[config.mk]
export PLATFORM = sky130hd
export DESIGN_NAME = sram_responder_flat
export DESIGN_NICKNAME = d
export VERILOG_FILES = /design/src/rtl/sram_responder_pkg.sv /design/src/rtl/sram_responder_if.sv /design/src/rtl/sram_responder_array.sv /design/src/rtl/sram_responder.sv /design/src/flat_wrapper.sv
export SDC_FILE = /design/constraint.sdc
export NUM_CORES = 2
export LEC_CHECK = 0
export BUFFER_PORTS_ARGS = -buffer_cell sky130_fd_sc_hd__buf_2
export CORE_MARGIN = 5
export CORE_UTILIZATION = 55
export CTS_BUF_LIST = sky130_fd_sc_hd__clkbuf_16
export DETAILED_ROUTE_END_ITERATION = 12
export GPL_ROUTABILITY_DRIVEN = 0
export HOLD_SLACK_MARGIN = 0.02
export PLACE_DENSITY = 0.81
export SLEW_MARGIN = 10
export SYNTH_ARGS = -nofsm -noshare
export SYNTH_HDL_FRONTEND = slang
export SYNTH_SLANG_ARGS = --single-unit
export TNS_END_PERCENT = 10
[constraint.sdc]
create_clock -name clk -period 3.4 [get_ports clk]
set_input_delay 0.68 -clock clk [delete_from_list [all_inputs] [get_ports clk]]
set_output_delay 0.68 -clock clk [all_outputs]
set_load 0.02 [all_outputs]
[src/rtl/sram_responder_pkg.sv]
// Shared definitions for the read/write controller and its memory-side
// responder. Both ends import this package so they decode the same
// instruction constants and agree on the responder's state names.
package rw_pkg;

  // 2-bit command encodings carried on the instruction bus.
  localparam logic [1:0] INSTR_IDLE    = 2'b00;
  localparam logic [1:0] INSTR_READ    = 2'b01;
  localparam logic [1:0] INSTR_WRITE   = 2'b10;
  localparam logic [1:0] INSTR_ILLEGAL = 2'b11;

  // Responder states: idle, read in flight, write in flight.
  typedef enum logic [1:0] {
    IDLE = 2'd0,
    RD   = 2'd1,
    WR   = 2'd2
  } resp_state_t;

endpackage

[src/rtl/sram_responder_if.sv]
// Command/response bundle between the controller (master) and the
// memory-side responder (slave).
//   instruction : command, see rw_pkg encodings
//   addr_r      : read address
//   addr_w      : write address
//   data_w      : write data
//   data_r      : registered read data from the responder
//   busy        : access in flight
//   err         : one-cycle pulse on an illegal command
interface sram_responder_if #(
  parameter int ADDR_W = 8,
  parameter int DATA_W = 8
);

  logic [1:0]        instruction;
  logic [ADDR_W-1:0] addr_r;
  logic [ADDR_W-1:0] addr_w;
  logic [DATA_W-1:0] data_w;
  logic [DATA_W-1:0] data_r;
  logic              busy;
  logic              err;

  modport master (
    output instruction, addr_r, addr_w, data_w,
    input  data_r, busy, err
  );

  modport slave (
    input  instruction, addr_r, addr_w, data_w,
    output data_r, busy, err
  );

endinterface

[src/rtl/sram_responder_array.sv]
// 2^ADDR_W x DATA_W register array with one write port and one registered
// read port. A synchronous active-low clear zeroes every word and the read
// register. The read register only updates when re is high, so it holds
// the last read value between accesses.
//   clk, n_rst   : clock, synchronous active-low clear
//   we/waddr/wdata : write port
//   re/raddr/rdata : registered read port
module sram_array #(
  parameter int ADDR_W = 8,
  parameter int DATA_W = 8
) (
  input  logic              clk,
  input  logic              n_rst,
  input  logic              we,
  input  logic [ADDR_W-1:0] waddr,
  input  logic [DATA_W-1:0] wdata,
  input  logic              re,
  input  logic [ADDR_W-1:0] raddr,
  output logic [DATA_W-1:0] rdata
);

  localparam int DEPTH = 2 ** ADDR_W;

  logic [DATA_W-1:0] mem [DEPTH];

  always_ff @(posedge clk) begin
    if (!n_rst) begin
      for (int i = 0; i < DEPTH; i++) begin
        mem[i] <= '0;
      end
      rdata <= '0;
    end else begin
      if (we) begin
        mem[waddr] <= wdata;
      end
      if (re) begin
        rdata <= mem[raddr];
      end
    end
  end

endmodule

[src/rtl/sram_responder.sv]
// Memory-side responder: decodes the controller's instruction bus, performs
// one read or one write into a 256x8 array per accepted command, and holds
// busy high for LATENCY cycles per access. Illegal commands pulse err.
//   clk   : clock
//   n_rst : synchronous active-low reset
//   bus   : slave side of sram_responder_if (instruction, addresses,
//           write data in; data_r, busy, err out; all outputs registered)
module sram_responder
  import rw_pkg::*;
#(
  parameter int ADDR_W  = 8,
  parameter int DATA_W  = 8,
  parameter int LATENCY = 2
) (
  input  logic             clk,
  input  logic             n_rst,
  sram_responder_if.slave  bus
);

  // Counter starts at LATENCY-1 so the access lands on edge E0+LATENCY.
  localparam logic [3:0] CNT_INIT = 4'(LATENCY - 1);

  resp_state_t       state;
  logic [3:0]        cnt;
  logic [ADDR_W-1:0] addr_r_lat;
  logic [ADDR_W-1:0] addr_w_lat;
  logic [DATA_W-1:0] data_w_lat;
  logic              busy_flag;
  logic              err_flag;
  logic              we;
  logic              re;
  logic [DATA_W-1:0] rdata;

  // The access executes on the edge where the counter has reached zero.
  assign we = (state == WR) && (cnt == 4'd0);
  assign re = (state == RD) && (cnt == 4'd0);

  always_ff @(posedge clk) begin
    if (!n_rst) begin
      state     <= IDLE;
      cnt       <= 4'd0;
      busy_flag <= 1'b0;
      err_flag  <= 1'b0;
    end else begin
      err_flag <= 1'b0;
      case (state)
        IDLE: begin
          case (bus.instruction)
            INSTR_READ: begin
              addr_r_lat <= bus.addr_r;
              cnt        <= CNT_INIT;
              busy_flag  <= 1'b1;
              state      <= RD;
            end
            INSTR_WRITE: begin
              addr_w_lat <= bus.addr_w;
              data_w_lat <= bus.data_w;
              cnt        <= CNT_INIT;
              busy_flag  <= 1'b1;
              state      <= WR;
            end
            INSTR_ILLEGAL: err_flag <= 1'b1;
            INSTR_IDLE:    ;
            default:       ;
          endcase
        end
        RD, WR: begin
          // Commands arriving while busy are ignored; latched operands stay.
          if (cnt != 4'd0) begin
            cnt <= cnt - 4'd1;
          end else begin
            busy_flag <= 1'b0;
            state     <= IDLE;
          end
        end
        default: state <= IDLE;
      endcase
    end
  end

  sram_array #(
    .ADDR_W (ADDR_W),
    .DATA_W (DATA_W)
  ) u_array (
    .clk   (clk),
    .n_rst (n_rst),
    .we    (we),
    .waddr (addr_w_lat),
    .wdata (data_w_lat),
    .re    (re),
    .raddr (addr_r_lat),
    .rdata (rdata)
  );

  assign bus.data_r = rdata;
  assign bus.busy   = busy_flag;
  assign bus.err    = err_flag;

endmodule
[src/flat_wrapper.sv]
// flat-port wrapper written by rule: the top's interface ports become plain ports
module sram_responder_flat import rw_pkg::*;
#(
  parameter int ADDR_W  = 8,
  parameter int DATA_W  = 8,
  parameter int LATENCY = 2
)
  (clk, n_rst, bus_instruction, bus_addr_r, bus_addr_w, bus_data_w, bus_data_r, bus_busy, bus_err);
  sram_responder_if #(.ADDR_W(ADDR_W), .DATA_W(DATA_W)) bus_i ();
  input  logic clk;
  input  logic n_rst;
  input wire logic [$bits(bus_i.instruction)-1:0] bus_instruction;
  input wire logic [$bits(bus_i.addr_r)-1:0] bus_addr_r;
  input wire logic [$bits(bus_i.addr_w)-1:0] bus_addr_w;
  input wire logic [$bits(bus_i.data_w)-1:0] bus_data_w;
  output wire logic [$bits(bus_i.data_r)-1:0] bus_data_r;
  output wire logic [$bits(bus_i.busy)-1:0] bus_busy;
  output wire logic [$bits(bus_i.err)-1:0] bus_err;
  assign bus_i.instruction = bus_instruction;
  assign bus_i.addr_r = bus_addr_r;
  assign bus_i.addr_w = bus_addr_w;
  assign bus_i.data_w = bus_data_w;
  assign bus_data_r = bus_i.data_r;
  assign bus_busy = bus_i.busy;
  assign bus_err = bus_i.err;
  sram_responder #(.ADDR_W(ADDR_W), .DATA_W(DATA_W), .LATENCY(LATENCY)) u_core (.clk(clk), .n_rst(n_rst), .bus(bus_i));
endmodule
======== After elaboration in Yosys (flattened, before gate mapping) ========
Memory sizes are Yosys's and may differ from the RTL's. A register that Yosys moved wholly into a read port is not among the register bits.
Index checks and enable logic that the tools add are counted.
word-level totals
  register bits after elaboration ......... 32
  bits in writable memories ............... 2,048
  input bits .............................. 28
  output and inout port bits .............. 10
  logic and storage cells ................. 51
  memories ................................ 1
memory list
  memory              depth  bits a word  read ports  clocked after memory_dff  wr ports  line                        RTL
  u_core.u_array.mem  256    8            1           1                         256       sram_responder_array.sv:24  logic [DATA_W-1:0] mem [DEPTH];
operators by class
  add/subtract/negate cells ............... 1
  eq/ne operators ......................... 9
  muxes and demuxes ....................... 17
  reductions and logical operators ........ 16
operator list
  operator                                                                  count
  8-bit 2-to-1 mux                                                          2
  3-bit AND reduction                                                       4
  1-bit 2-to-1 mux                                                          8
  4-bit 2-to-1 mux                                                          2
  2-bit one-hot mux with 2 select lines                                     2
  4-bit one-hot mux with 2 select lines                                     1
  8-bit OR reduction                                                        1
  2-bit == test (second input constant)                                     3
  2-bit by 1-bit == test with 1-bit output (second input constant)          2
  4-bit zero test                                                           1
  2-bit inequality test (second input constant)                             2
  2-bit AND reduction                                                       2
  4-bit nonzero test                                                        1
  2-bit OR reduction                                                        2
  4-bit by 1-bit subtractor with 4-bit output (second input constant)       1
  3-bit inequality test (second input constant)                             1
  1-bit logical AND                                                         2
  2-bit zero test                                                           1
  2-bit 2-to-1 mux                                                          1
  2-bit by 1-bit inequality test with 1-bit output (second input constant)  1
  1-bit one-hot mux with 2 select lines                                     1
  2-bit nonzero test                                                        1
  1-bit zero test                                                           1

======== Longest topological paths before layout ========
  depth in word-level cells ............... 7
  depth in mapped cells ................... 14
  gate-level depth less buffers ........... 9

======== By module ========
From an unflattened synthesis, not the netlist that was laid out.
second synthesis, totals
  cell total of the unflattened synthesis .. 6,637
  area, all modules ....................... 96,925.5 um^2
by module, submodules not included
  module          instances  cells an instance  area each (um^2)  seq. area each (um^2)
  sram_array      1          6,552              95,675.5          61,659.1
  sram_responder  1          85                 1,249.9           880.8

======== Least setup slack after synthesis ========
Ideal clock, no wire load.
  path type ............................... flip-flop to flip-flop
  from .................................... register u_core.cnt[0]
  to ...................................... memory u_core.u_array.mem[76][0] (enable)
  setup time .............................. 0.329 ns
  arrival time ............................ 2.408 ns
  data required time ...................... 3.071 ns
  setup slack ............................. 0.663 ns
  stages on the path, launching flop included .. 12
  path buffers ............................ 3
  clock period less this slack ............ 2.737 ns
  path through ............................ dfxtp_1 > inv_1 > ha_1 > nor3b_2 > nand3_1 > or3_1 > clkbuf_1 > nor2_2 > buf_2 > clkbuf_1 > nand2_1 > nand2_1
RTL lines
  what                    line                        RTL
  from (decl)             sram_responder.sv:24        logic [3:0] cnt;
  from (signal assigned)  sram_responder.sv:70        cnt <= cnt - 4'd1;
  to (decl)               sram_responder_array.sv:24

==> run summary <==
Setup repair after global routing left no endpoint under its margin. The switching component of the power is 0.0131 W. Post-CTS timing repair inserted 0 buffers for setup.

Counting flops and latches in the post-synthesis netlist gives 2088. The checks that failed: design-rule violations, negative setup slack. The later pin in the worst-skew pair is clocked with a latency of 860 ps.

Dividing the detail-routed via count by the number of cells gives 7.03. For this run, the number of standard cells in the final layout without fillers is 9158. The count of flip-flops with a built-in enable after synthesis is 2072.

At the worst endpoint, the required time is 4150 ps. The run finished, with violations left. For the max-capacitance violation count, the log shows 0. The die span in y was 433 um.

After synthesis the cells add up to 98300 um^2. Entering global routing, the biggest net connects 161 pins. Summed over all layers, the routed wires come to 285 mm. The number of search-and-repair iterations in the first detailed-routing pass was 10; the I/O pin total was 38. Summing all flip-flop and latch instances after layout gives 62500 um^2. The placement-stage cell area was 101000 um^2; the final number of hold-violating endpoints was 0. The final worst-path setup slack was -109 ps.

The biggest area contributor in the post-synthesis netlist is edfxtp_1. The tools report the sink count of the clock tree as 2088. The minimum clock period is 3510 ps, and the fraction of final layout cells sized beyond drive strength 1 is 16.5%. The run gives 8775 as the total instance count after detailed placement. For the total power, the log shows 0.0552 W. For this design the static power due to leakage is 46.1 nW.

After global routing the overflow that remains totals 0. The area added between synthesis and finish was 9.63%; the sequential share of the synthesized area was 63.7%. Measured along the x axis, the die boundary spans 433 um. The tools report the share of total power in combinational logic as 7.4%.

The worst path uses 103% of the clock period. After floorplanning, the core was divided into 155 placement rows. The synthesized net count was 6994; the area of the die was 187000 um^2.

Of all nets on the critical path, the largest fanout is 13. The all-layer global routing usage came out at 30.0%. The tools report the critical path launch point type as a register. STA classifies the critical path endpoint as a register. The share of total power dissipated in sequential elements is 53.4%. The tools report the final routed DRC violation total as 2.

The floorplan step defined a core boundary enclosing 178000 um^2. Sorting the synthesized cells by how often they occur yields edfxtp_1, and3_1, clkbuf_1, nand2_1, mux4_2. TritonCTS built the clock tree. The startpoint-to-endpoint class of the critical path was register to register. After legalization and detailed placement, the total HPWL measured 173 mm. The worst slew margin relative to its limit is 8.55%. The tools report the root buffer selected by CTS as clkbuf_16. Via count of the first global-routing pass: 62400. The internal power of the cells totals 0.0421 W. Buffers inserted during clock tree synthesis total 203.

The worst hold path class was primary input to register. The final route contains 64400 vias. The power density of the placed cells is 513 nW/um^2, and the wire length of the first global-routing pass is 417 mm.

The number of synthesis warnings came out at 0. The transition at the pin with the smallest max-transition slack was 1370 ps. The area share of the leading cell type in the synthesized netlist was 63.3%. The logs give 55.2% for the initial core utilization and 39.1% for the part of the power in the clock network. The setup total negative slack is -268 ps, and the number of antenna violations at the first check in global routing is 11. The critical path data arrival time came out at 4260 ps. Hold timing on the final database bottoms out at a slack of 82.2 ps. The upper clock frequency limit was 285 MHz; the CTS H-tree depth was 4. By area the synthesized netlist is led by edfxtp_1, and3_1, mux4_2. The average detailed-routed wire length per instance is 31.1 um, and the count of port buffers added during placement is 37. The final setup violation count was 3. The most frequent cell after synthesis is edfxtp_1. Counting every instance in the synthesized netlist gives 6958. The tools report the buffer levels on the longest clock path as 3.

The primary flip-flop cell chosen by synthesis mapping was edfxtp_1. For the final database, setup skew stands at 68.6 ps. The multi-input combinational cells in the finished layout cover a total of 31500 um^2. Clock-pin slew was measured on the worst setup and hold paths at 60 ps.

The worst-case vdd ir drop is 0.000520 V. The average cell area after synthesis is 14.1 um^2. For the final design area excluding fillers, the log shows 108000 um^2. In this run, the number of DRC markers left after iteration 0 of detailed routing was 11900. For this run, asynchronously set or reset flops after synthesis account for 0%. Of the total power, the share spent switching nets is 23.7%. Yosys mapped the design onto 72 distinct sky130hd cell types.

The count of nets left with antenna violations once routing finished came out at 0. In the final design database the tool counted 6679 nets. Number of pins exceeding their max-slew limit in the final report: 0. The filler cells instantiated in the layout total 12500.
-- power groups by stage --
stage | sequential [W] | combinational, W | clock [W]
after floorplan | 0.0298 | 0.00246 | 0
after global placement | 0.0299 | 0.00387 | 0
after detailed placement | 0.0300 | 0.00395 | 0
after CTS | 0.0295 | 0.00399 | 0.0216
after global routing | 0.0295 | 0.00424 | 0.0227
final | 0.0295 | 0.00410 | 0.0216
-- critical path: stages (launching register included) --
cell,delay (ps)
edfxtp_1,350
buf_4,180
nand3b_1,450
nor2_1,990
o21ai_0,620
nand4_1,300
nor4_2,100
buf_4,180
a211o_1,220
-- what timing repair did --
action	in CTS	in global routing
gates resized for setup	4	15
hold buffers	18	0
hold endpoints to repair	18	0
gates cloned	0	0
setup endpoints to repair	2	8
-- per-layer routing --
| metal | GRT usage (%) | up-vias | part of all wire (%) |
|---|---|---|---|
| met1 | 39.9 | 31700 | 33 |
| li1 | - | 26200 | - |
| met5 | 0 | - | 0.017 |
| met4 | 16.8 | 8 | 6.8 |
| met3 | 8.00 | 998 | 15 |
| met2 | 45.1 | 5518 | 45 |
-- area by class of cell --
class	count	area share (%)
inverters	11	0.0407
flip-flops and latches	2088	58.1
well taps	2355	2.74
repair buffers	418	4.07
diodes	6	0.0139
multi-input cells	3921	29.2
clock buffers	204	4.74
clock inverters	155	1.11
-- sequential cells by signal, summed over array words and instances, names as in the netlist --
register and cells:
u_core.addr_r_lat 8, u_core.addr_w_lat 8, u_core.bus.busy 1, u_core.bus.err 1
u_core.cnt 4, u_core.data_w_lat 8, u_core.state 2, u_core.u_array.mem 2048
u_core.u_array.rdata 8
-- layout by cell type, fill, tap and decap left out, drive strengths merged, types with 6 or more instances in the layout --
master       netlist  routed
nand4              7       7
dlygate4sd3        0      18
o22ai             71      71
bufinv             0      10
buf              170     400
a22oi             46      46
o211ai             6       6
mux2i            237     237
o221ai            35      35
diode              0       6
nor3              52      52
nand3             29      29
o21ai             41      41
a2111oi           20      20
mux4             428     428
inv               11      54
nand2            591     591
or3                6       6
and2              11      11
clkbuf           768     204
nand2b            13      13
ha                 8       8
a21oi             35      35
a211oi            31      31
clkinv             0      96
and3            2055    2055
a221oi             6       6
nor4              18      18
nor2              92      92
or4                6       6
edfxtp          2072    2072
dfxtp             16      16
a211o              6       6
a31oi             12      12
clkinvlp           0       6
-- logic make-up (layout without fill, tap and decap cells) --
logic type / Yosys count / in the layout / share of synthesized area, %
simple gates: 2899 / 2899 / 16.7
flops: 2088 / 2088 / 63.7
buf+inv: 949 / 788 / 4.63
mux: 670 / 670 / 12.5
compound gates: 342 / 342 / 2.45
fa+ha+maj: 8 / 8 / 0.102
xor+xnor: 2 / 2 / 0.0178
other cells: 0 / 6 / 0
-- final timing paths --
path | start | endpoint | slack [ps] | cells past startpoint
hold reg to reg | u_core.state[1] | u_core.state[1] | 500 | 2
setup reg to reg | u_core.addr_r_lat[5] | u_core.u_array.rdata[5] | -110 | 8
setup / recovery | u_core.addr_r_lat[5] | u_core.u_array.rdata[5] | -110 | 8
hold / removal | bus_addr_r[4] | u_core.addr_r_lat[4] | 80 | 1
-- metrics by stage --
step	setup slack [ps]	utilization (%)
6_report	-109	60.5
5_1_grt	3.30	60.5
4_1_cts	19.6	60.5
3_5_place_dp	-148	56.8
3_3_place_gp	-80.5	56.8
2_1_floorplan	663	-
Power figures use the tool's default switching activity.
